**config.mk**
```make
export PLATFORM = sky130hd
export DESIGN_NAME = rv_ibus_ctrl
export DESIGN_NICKNAME = d
export VERILOG_FILES = /design/src/rtl/rv_ibus_ctrl.sv
export SDC_FILE = /design/constraint.sdc
export NUM_CORES = 1
export LEC_CHECK = 0
export BUFFER_PORTS_ARGS = -buffer_cell sky130_fd_sc_hd__buf_2
export CELL_PAD_IN_SITES_DETAIL_PLACEMENT = 0
export CELL_PAD_IN_SITES_GLOBAL_PLACEMENT = 1
export CORE_MARGIN = 2
export CORE_UTILIZATION = 38
export DETAILED_ROUTE_END_ITERATION = 6
export PLACE_DENSITY = 0.93
export SYNTH_ARGS = -nofsm -noshare
export SYNTH_HDL_FRONTEND = slang
export SYNTH_SLANG_ARGS = --single-unit
```
**constraint.sdc**
```tcl
create_clock -name i_clk -period 3.3 [get_ports i_clk]
set_input_delay 0.165 -clock i_clk [delete_from_list [all_inputs] [get_ports i_clk]]
set_output_delay 0.165 -clock i_clk [all_outputs]
set_load 0.005 [all_outputs]
```
**src/rtl/rv_ibus_ctrl.sv**
```systemverilog
// Instruction-fetch bus master for a pipelined bus: streams sequential word requests,
// tracks outstanding responses and discards the stale ones after a redirect.
module rv_ibus_ctrl #(
    parameter int MAX_OUTSTANDING = 2,
    parameter int ADDR_INC        = 4
) (
    input  logic        i_clk,
    input  logic        i_reset_n,
    input  logic [31:0] i_addr,
    input  logic        i_cyc,
    input  logic        i_flush,
    output logic [31:0] o_instruction,
    output logic        o_ack,
    output logic        o_err,
    output logic        o_mem_cyc,
    output logic        o_mem_stb,
    output logic [31:0] o_mem_addr,
    input  logic        i_mem_stall,
    input  logic        i_mem_ack,
    input  logic        i_mem_err,
    input  logic [31:0] i_mem_data
);

    localparam int            CW      = $clog2(MAX_OUTSTANDING + 1);
    localparam logic [CW-1:0] MAX_CNT = CW'(MAX_OUTSTANDING);
    localparam logic [31:0]   INC     = 32'(ADDR_INC);

    typedef enum logic [1:0] {IDLE, ISSUE, WAIT, FLUSH} state_t;

    state_t        state;
    logic [CW-1:0] out_cnt;
    logic [CW-1:0] disc_cnt;
    logic [CW-1:0] out_nxt;
    logic [31:0]   req_addr;
    logic          accept;
    logic          resp;
    logic          fwd;

    // Bus-side outputs decode only flops, so they never follow the fetch inputs combinationally.
    assign o_mem_stb  = (state == ISSUE) || (state == FLUSH);
    assign o_mem_addr = req_addr;
    assign o_mem_cyc  = (state != IDLE) || (out_cnt != '0);

    // NOTE: every signal in this always_comb is assigned unconditionally, so no latch can be inferred.
    always_comb begin
        accept  = o_mem_stb && !i_mem_stall;
        resp    = (i_mem_ack || i_mem_err) && (out_cnt != '0);
        fwd     = resp && (disc_cnt == '0) && !i_flush;
        out_nxt = out_cnt + CW'(accept) - CW'(resp);
    end

    // NOTE: all state is updated with non-blocking assignments so every branch sees pre-edge values.
    always_ff @(posedge i_clk or negedge i_reset_n) begin
        if (!i_reset_n) begin
            state         <= IDLE;
            out_cnt       <= '0;
            disc_cnt      <= '0;
            req_addr      <= '0;
            o_ack         <= 1'b0;
            o_err         <= 1'b0;
            o_instruction <= '0;
        end else begin
            out_cnt       <= out_nxt;
            o_ack         <= fwd && i_mem_ack;
            o_err         <= fwd && i_mem_err;
            o_instruction <= (fwd && i_mem_ack) ? i_mem_data : '0;

            if (accept)
                req_addr <= req_addr + INC;

            // Everything still in flight at a redirect is stale, including a request accepted now.
            if (i_flush)
                disc_cnt <= out_nxt;
            else
                disc_cnt <= disc_cnt + CW'((state == FLUSH) && accept)
                                     - CW'(resp && (disc_cnt != '0));

            if (i_flush) begin
                state <= (o_mem_stb && i_mem_stall) ? FLUSH : IDLE;
            end else begin
                case (state)
                    IDLE: begin
                        if ((disc_cnt == '0) && i_cyc) begin
                            req_addr <= i_addr & ~32'd3;
                            state    <= ISSUE;
                        end
                    end
                    ISSUE: begin
                        if (accept && ((out_nxt >= MAX_CNT) || !i_cyc))
                            state <= WAIT;
                    end
                    WAIT: begin
                        if ((out_cnt < MAX_CNT) && i_cyc)
                            state <= ISSUE;
                        else if ((out_cnt == '0) && !i_cyc)
                            state <= IDLE;
                    end
                    FLUSH: begin
                        if (accept)
                            state <= IDLE;
                    end
                    default: state <= IDLE;
                endcase
            end
        end
    end

endmodule

```
* Word level (Yosys, flattened, before mapping) *
Cells that the tools add are included.

word-level totals
  output and inout bits = 68
  input bits = 71
  register bits after elaboration = 72

operators by class
  eq/ne operators = 7
  add/subtract/negate cells = 5
  reduce and logical (&&, ||, !) cells = 27
  $lt $le $gt $ge = 2
  muxes and demuxes = 14

operator list
  kind                                                              count
  32-bit two-way mux                                                5
  32-bit by 3-bit adder with 32-bit output (second input constant)  1
  2-bit two-way mux                                                 8
  1-bit logical AND                                                 13
  2-bit case mux with 4 select lines                                1
  2-bit logical NOT                                                 3
  3-bit != test (second input constant)                             2
  2-bit nonzero test                                                3
  2-bit by 1-bit adder with 2-bit output                            2
  2-bit == test (second input constant)                             2
  1-bit logical OR                                                  4
  4-bit != test (second input constant)                             1
  4-bit AND reduction                                               1
  2-bit by 1-bit subtractor with 2-bit output                       2
  1-bit logical NOT                                                 3
  3-bit by 2-bit != test with 1-bit output (second input constant)  1
  2-bit by 1-bit == test with 1-bit output (second input constant)  1
  2-bit >= comparator (second input constant)                       1
  2-bit less-than comparator (second input constant)                1

* Longest topological paths before layout *
Gate-level depths: netlist of the first run.

  depth in word-level cells = 11
  mapped depth = 9
  mapped depth without buffers = 8

* Worst setup path after synthesis of the first run *
No wires, ideal clock.

  path kind = flip-flop to flip-flop
  from = reg req_addr[10] (netlist: o_mem_addr[10])
  to = reg req_addr[28] (netlist: o_mem_addr[28])
  library setup time = 0.137 ns
  stages on the path, launching flop included = 8
  period minus slack after synthesis = 2.005 ns
  setup slack = 1.295 ns
  arrival = 1.868 ns
  path through = dfrtp_1 nand4_2 or4_4 buf_6 buf_6 nor4_2 xnor2_1 a21oi_1

on the way
  cells in the longest elaborated chain, start to end = 5

ends and longest elaborated chain
  what                                          line  text
  start, declared                               34    logic [31:0] req_addr;
  start signal, assigned                        69    req_addr <= req_addr + INC;
  start signal, assigned                        84    req_addr <= i_addr & ~32'd3;
  32-bit by 3-bit adder with 32-bit output (*)  69
  32-bit two-way mux (*)                        68    if (accept)
  32-bit two-way mux                            83    if ((disc_cnt == '0) && i_cyc) begin
  32-bit two-way mux                            81    case (state)
  32-bit two-way mux (*)                        78    if (i_flush) begin

Every way passes the cells marked *; elsewhere a longest branch is shown, timed or not.
A chain may end at the register's enable or synchronous reset.

* Worst setup path after layout of the first run *
  from = reg state[0]
  to = reg req_addr[26] (netlist: o_mem_addr[26])

on the way
  cells in the longest elaborated chain, start to end = 7
  elaborated cells on any way between the ends = 9
  classes of those cells = eq/ne (2); mux (4); reduce/logical (3)

ends and longest elaborated chain
  what                                                                       line  text
  start, declared                                                            30    state_t state;
  start signal, assigned                                                     79    state <= (o_mem_stb && i_mem_stall) ? FLUSH : IDLE;
  2-bit by 1-bit == test with 1-bit output or 2-bit == test (tied branches)  40    assign o_mem_stb = (state == ISSUE) || (state == FLUSH);
  1-bit logical OR                                                           40
  1-bit logical AND                                                          46    accept = o_mem_stb && !i_mem_stall;
  32-bit two-way mux                                                         68
  32-bit two-way mux                                                         83
  32-bit two-way mux                                                         81
  32-bit two-way mux (*)                                                     78

Marked as above.

==> metrics.md, run 1 <==
| Metric | Value |
|---|---|
| Nets | 519 |
| CTS H-Tree Depth | 3 |
| Total routed wirelength | between 7 and 8 mm |
| Tmin final | roughly 2.3 ns |
| EDFF count, synth | 0 |
| Seq/Total Area, Yosys | 54.79% |
| Area growth syn-to-layout | 30.80% |
| Peak supply drop | between 0.2 and 0.3 mV |
| Clock Sinks | 70 |
| Max-slew headroom | 50.68% |
| Yosys reg bits | 70 |
| Port bufs | 134 |
| Final Hold Fails | 0 |
| Antenna violations before repair | 0 |
| CTS tree | done |
| Worst-Margin Slew | ~0.74 ns |
| Largest net degree at the start of global routing | 55 |
| Crit-path max cell delay | ~0.60 ns |
| Final cycle utilization of the critical path | 70.64% |
| GRT Residual Overflow | 0 |
| Yosys cell types | 35 |
| Commonest cells after routing, fill and taps aside | 134 x buf_2, 70 x dfrtp_1, 41 x nor2_1 |
| Max-Cap Viols | 0 |
| Total CTS buffers | 9 |
| Req. time, crit path | roughly 3.5 ns |
| Router iterations before antenna repair | 4 |
| Synth warn | 0 |
| Fill cells | 786 |
| Crit path cell chain | nor2b_1 > buf_4 > nand4_1 > nor4_1 > xnor2_1 > a21oi_1 |
| Wire length of the first global-routing pass | 11.95 mm |
| Pre-CTS setup slack | 0.9628 ns |
| Worst Path Max Fanout | 13 |
| Num ports | 139 |
| Area occupied by multi-input gates | 1311 um^2 |
| HPWL Detailed | 5.476 mm |
| Final TNS setup | 0 ns |
| Ys async rst share | 100.0% |
| # diodes | 0 |
| Min setup slack post-route | slightly below 1 ns |
| Commonest non-fill, non-tap cell in the layout | buf_2 |
| Type of the worst setup path | flop to flop |
| Critical Path AT | ~2.5 ns |
| DRT iter0 DRCs | 89 |
| Number of global-route vias before repair | roughly 2500 |
| Die area | a little over 9000 um^2 |
| Vias per cell | 4.884 |
| Synthesized area | 3197 um^2 |
| Crit start category | flop |
| Critical Path Slowest Stage Cell | nand4_1 |
| Power Density | 792.4 nW/um^2 |
| Max clock buf depth | 2 |
| DR WL/cell | 13.63 um |
| Final Max Slew Viols | 0 |
| Core area | 8175 um^2 |
| Routed Antenna Nets | 0 |
| Synth Instances | 314 |
| Clk Latency, worst-skew pair | 0.34 ns |
| Site Rows | 33 |
| Crit end category | flop |
| Die Wd | 95.72 um |
| Die Span Y | 95.72 um |
| Leak pwr | 0.002173 uW |
| Routed vias | 2701 |
| Register area | 1752 um^2 |
| Clk_skew | ~0.015 ns |
| Max Freq | 428.9 MHz |
| Post-Syn Area per Cell | 10.18 um^2 |
| Routability cong. | between 0.7 and 0.8 |
| RSZ-0062 raised after global routing | no |
| Hold Crit Class | input port to flop |
| Ratio of cells with drive above 1 in the final layout | a little over a third |
| Initial core utilization | 39.10% |
| DRC | 0 |
| Final setup fails | 0 |
| Post-CTS Setup Inserts | 0 |
| Ys flop type | dfrtp_1 |
| Clock slew seen by the registers of the worst setup and hold paths | roughly 0.080 ns |
| Root buf cell | clkbuf_8 |
| GRT Total Usage | about 17% |
| Outcome | finished, final reports clean |
-- logic make-up after synthesis --
family / after synthesis / share of synthesized area, %
AOI/OAI and AO/OA: 38 / 6.340
xor gates and xnor gates: 34 / 9.315
adders and majority gates: 4 / 1.566
buffers and inverters: 32 / 4.500
DFF: 70 / 54.79
muxes: 2 / 0.6653
other: 1 / 0.1173
and+or+nand+nor: 133 / 22.70
-- synth_stat cells (3+ instances only) --
master / n / area share, %
dfrtp_1: 70 / 55
xor2_1: 4 / 1.1
inv_1: 11 / 1.3
nor4_1: 7 / 1.4
and3_1: 34 / 6.7
nand3_1: 8 / 1.3
clkbuf_1: 15 / 1.8
ha_1: 4 / 1.6
nor3_1: 9 / 1.4
nand2_1: 14 / 1.6
nor4_2: 5 / 2.0
xnor2_1: 30 / 8.2
nor2_1: 41 / 4.8
a21oi_1: 32 / 5.0
o22ai_1: 3 / 0.59
nand4_1: 4 / 0.78
-- worst max-delay path: cells and delay by family, from the launching register on --
kind	cells	cell delay, ns
AOI/OAI and AO/OA	1	0.08
buffers and inverters	1	0.19
and+or+nand+nor	3	1.29
xor gates and xnor gates	1	0.17
DFF	1	0.45
-- flip-flops by register name, indices dropped and copies added (netlist names) --
signal	count
disc_cnt	2
state	2
o_ack	1
out_cnt	2
o_instruction	32
o_mem_addr	30
o_err	1
-- power breakdown --
| part | switching [uW] | total (uW) | internal, uW |
|---|---|---|---|
| Clock | 320 | 818 | 498 |
| Combinational | 534 | 1100 | 563 |
| Sequential | 291 | 1400 | 1110 |
-- layout make-up --
| class | count | area share, % |
|---|---|---|
| sequential | 70 | 41.89 |
| tap | 105 | 3.142 |
| multi-input combinational | 213 | 31.36 |
| inverter | 11 | 0.9874 |
| clock inverter | 6 | 2.663 |
| timing repair buffer | 139 | 17.00 |
| clock buffer | 9 | 2.962 |
-- through the flow --
step           cells  total power [uW]  util [%]  hold WS [ns]  instance area (um^2)
2_1_floorplan    315              2077         -       -0.1306                  3201
3_3_place_gp     537              2475     48.15        0.2606                  3936
3_5_place_dp     537              2521     48.15        0.2653                  3936
4_1_cts          553              3355     51.15       0.03755                  4182
5_1_grt          553              3601     51.15       0.04284                  4182
6_report         553              3313     51.15       0.05833                  4182
-- worst paths after layout --
path                                      to  slack [ns]  cells past startpoint      startpoint
max                           o_mem_addr[26]        0.97                      6        state[0]
min                        o_instruction[27]        0.06                      2  i_mem_data[27]
max reg2reg                   o_mem_addr[26]        0.97                      6        state[0]
min reg2reg                   o_mem_addr[31]        0.58                      2  o_mem_addr[31]
max in group asynchronous              o_err        1.91                      3       i_reset_n
min in group asynchronous     o_mem_addr[29]        0.42                      2       i_reset_n
-- routing by layer --
metal,GRT usage [%],routed length (um)
met1,21.58,3248
met2,25.93,3340
met3,6.969,822
met4,7.143,126
met5,0,0
-- what timing repair did --
item | in CTS | in global routing
resized for setup | 0 | 0
endpoints found under the hold margin | 31 | 0
hold buffers | 1 | 0
Note: power is estimated with default switching activity, not from simulation.
==> inputs of run 2 (changes only) <==
--- a/config.mk
+++ b/config.mk
@@ -9,9 +9,9 @@
 export CELL_PAD_IN_SITES_DETAIL_PLACEMENT = 0
 export CELL_PAD_IN_SITES_GLOBAL_PLACEMENT = 1
 export CORE_MARGIN = 2
-export CORE_UTILIZATION = 38
+export CORE_UTILIZATION = 35
 export DETAILED_ROUTE_END_ITERATION = 6
-export PLACE_DENSITY = 0.93
+export PLACE_DENSITY = 0.87
 export SYNTH_ARGS = -nofsm -noshare
 export SYNTH_HDL_FRONTEND = slang
 export SYNTH_SLANG_ARGS = --single-unit
==> constraint.sdc (replaced) <==
create_clock -name i_clk -period 2.2 [get_ports i_clk]
set_input_delay 0.11 -clock i_clk [delete_from_list [all_inputs] [get_ports i_clk]]
set_output_delay 0.11 -clock i_clk [all_outputs]
set_load 0.005 [all_outputs]
==> metrics.md, run 2 (synthesized netlist as in run 1, its figures left out) <==
| Metric | Value |
|---|---|
| Ratio of cells with drive above 1 in the final layout | 36.13% (-0.47 points) |
| Router iterations before antenna repair | 6 (+2) |
| Commonest non-fill, non-tap cell in the layout | buf_2 |
| Final Max Slew Viols | 0 (unchanged) |
| CTS H-Tree Depth | 3 (unchanged) |
| Crit end category | flop |
| Final setup fails | 0 (unchanged) |
| Tmin final | 2.065 ns (-0.2665 ns) |
| Max reg flops | 32 (unchanged) |
| Dpl cell area | 4005 um^2 (+1.7%) |
| Initial core utilization | 36.30% (-2.8 points) |
| Final hold slack | 0.01877 ns (-0.03957 ns) |
| Clock slew seen by the registers of the worst setup and hold paths | 0.08 ns (about the same) |
| Peak supply drop | 0.5046 mV (+96%) |
| Vias per cell | 4.810 (-1.5%) |
| R2r worst-path depth | 5 (-1) |
| Final TNS setup | 0 ns (unchanged) |
| CTS tree | done |
| Largest reg by FF count | o_instruction |
| Final cycle utilization of the critical path | 93.85% (+23 points) |
| Die area | 9914 um^2 (+8.2%) |
| Commonest cells after routing, fill and taps aside | 134 x buf_2, 70 x dfrtp_1, 41 x nor2_1 |
| GRT Residual Overflow | 0 (unchanged) |
| Register-to-Register Setup Slack | 0.14 ns (-0.83 ns) |
| Outcome | finished, final reports clean |
| Core area | 8806 um^2 (+7.7%) |
| DRT iter0 DRCs | 49 (-45%) |
| Final Hold Fails | 0 (unchanged) |
| Hold Crit Class | input port to flop |
| Die Span Y | 99.57 um (+4.0%) |
| Die Wd | 99.57 um (+4.0%) |
| Total CTS buffers | 9 (unchanged) |
| RSZ-0062 raised after global routing | no |
| Crit start category | flop |
| Clock Sinks | 70 (unchanged) |
| Max-Cap Viols | 0 (unchanged) |
| Total routed wirelength | 8.150 mm (+8.1%) |
| Largest net degree at the start of global routing | 43 (-22%) |
| Root buf cell | clkbuf_8 |
| Power Density | 1122 nW/um^2 (+42%) |
| Port bufs | 134 (unchanged) |
| Num ports | 139 (unchanged) |
| Min setup slack post-route | 0.1353 ns (-0.8335 ns) |
| Fill cells | 811 (+3.2%) |
| Crit path launch | o_mem_addr[10] |
| Crit path cell chain | nand4_2 > or4_4 > nor4_1 > xnor2_1 > a21oi_1 |
| HPWL Detailed | 5.735 mm (+4.7%) |
| Clk_skew | 0.01535 ns (+0.0007646 ns) |
| Worst-Margin Slew | 0.7273 ns (-0.01034 ns) |
| R2R Path Start | o_mem_addr[10] |
| Critical Path Slowest Stage Cell | or4_4 |
| Number of global-route vias before repair | 2823 (+13%) |
| Pre-CTS setup slack | 0.1164 ns (-0.8464 ns) |
| Type of the worst setup path | flop to flop |
| Req. time, crit path | 2.40 ns (-1.10 ns) |
| Max Freq | 484.3 MHz (+13%) |
| Clk Latency, worst-skew pair | 0.33 ns (about the same) |
| Routability cong. | 0.7849 (+3.1%) |
| Area growth syn-to-layout | 39.18% |
| GRT Total Usage | 17.23% (+0.15 points) |
| Final Cell Area | 4449 um^2 (+6.4%) |
| Critical Path AT | 2.27 ns (-0.26 ns) |
| Crit path to | o_mem_addr[26] |
| Worst Path Max Fanout | 14 (+1) |
| Area occupied by multi-input gates | 1318 um^2 (+0.48%) |
| Register area | 1752 um^2 (unchanged) |
| DRC | 0 (unchanged) |
| # diodes | 0 (unchanged) |
| Wire length of the first global-routing pass | 13.59 mm (+14%) |
| Leak pwr | 0.002289 uW (+5.3%) |
| Nets | 547 (+5.4%) |
| Routed vias | 2809 (+4.0%) |
| Critical R2R Capture | o_mem_addr[26] |
| Max-slew headroom | 51.51% (+0.84 points) |
| Site Rows | 34 (+3.0%) |
| Max clock buf depth | 2 (unchanged) |
| Routed Antenna Nets | 0 (unchanged) |
| Crit-path max cell delay | 0.67 ns (+0.07 ns) |
| DR WL/cell | 13.96 um (+2.4%) |
| Antenna violations before repair | 0 (unchanged) |
## run 2: cell count changes in the layout (fill, tap and decap cells not counted)
cell,change
nor4_1,-1
inv_6,+2
dlygate4sd3_1,+21
nor4_2,+1
bufinv_16,-1
buf_4,+6
buf_12,+1
clkinv_2,-1
## run 2: report_power, final
part | switching, uW | internal [uW] | leakage (uW)
sequential | 421 | 1660 | 0.000881
clock | 524 | 643 | 0.000106
combinational | 839 | 905 | 0.00130
total | 1780 | 3210 | 0.00229
## run 2: worst min-delay path by stage
stage | slack, ns | depth (start not counted) | start | endpoint
6_report | 0.02 | 2 | i_mem_data[1] | o_instruction[1]
4_1_cts | 0.002 | 2 | i_mem_data[1] | o_instruction[1]
5_1_grt | 0.005 | 2 | i_mem_data[30] | o_instruction[30]
3_5_place_dp | 0.21 | 1 | i_reset_n | o_instruction[0]
2_1_floorplan | -0.19 | 0 | i_reset_n | disc_cnt[0]
3_3_place_gp | 0.20 | 1 | i_reset_n | o_instruction[27]
## run 2: layout make-up
class / instances / share of cell area (%)
flip-flops and latches: 70 / 39.37
multi-input cells: 213 / 29.61
repair buffers: 167 / 22.16
well taps: 108 / 3.037
clock buffers: 9 / 2.784
clock inverters: 6 / 2.109
inverters: 11 / 0.9280
## run 2: routing by layer
| metal | global-route usage (%) | share of wire, % |
|---|---|---|
| met4 | 6.744 | 1.8 |
| met1 | 21.00 | 42 |
| met5 | 0 | 0 |
| met3 | 6.465 | 9.7 |
| met2 | 27.75 | 47 |
## run 2: stage by stage
step           total power, uW  utilization [%]  cells
2_1_floorplan             3116                -    315
3_3_place_gp              3768            45.48    547
3_5_place_dp              3840            45.48    547
4_1_cts                   5054            50.34    583
5_1_grt                   5370            50.53    584
6_report                  4993            50.53    584
## run 2: timing repair
action | in CTS | in global routing
setup endpoints to repair | 0 | 1
endpoints found under the hold margin | 48 | 1
hold buffers | 21 | 1
buffers inserted | 0 | 0
gates resized for setup | 0 | 1
## run 2: worst max-delay path: cells and delay by family (launching register included)
| family | cells | cell delay [ns] |
|---|---|---|
| AND/OR/NAND/NOR | 3 | 1.24 |
| flip-flops | 1 | 0.45 |
| XOR/XNOR | 1 | 0.16 |
| AO/OA/AOI/OAI | 1 | 0.08 |
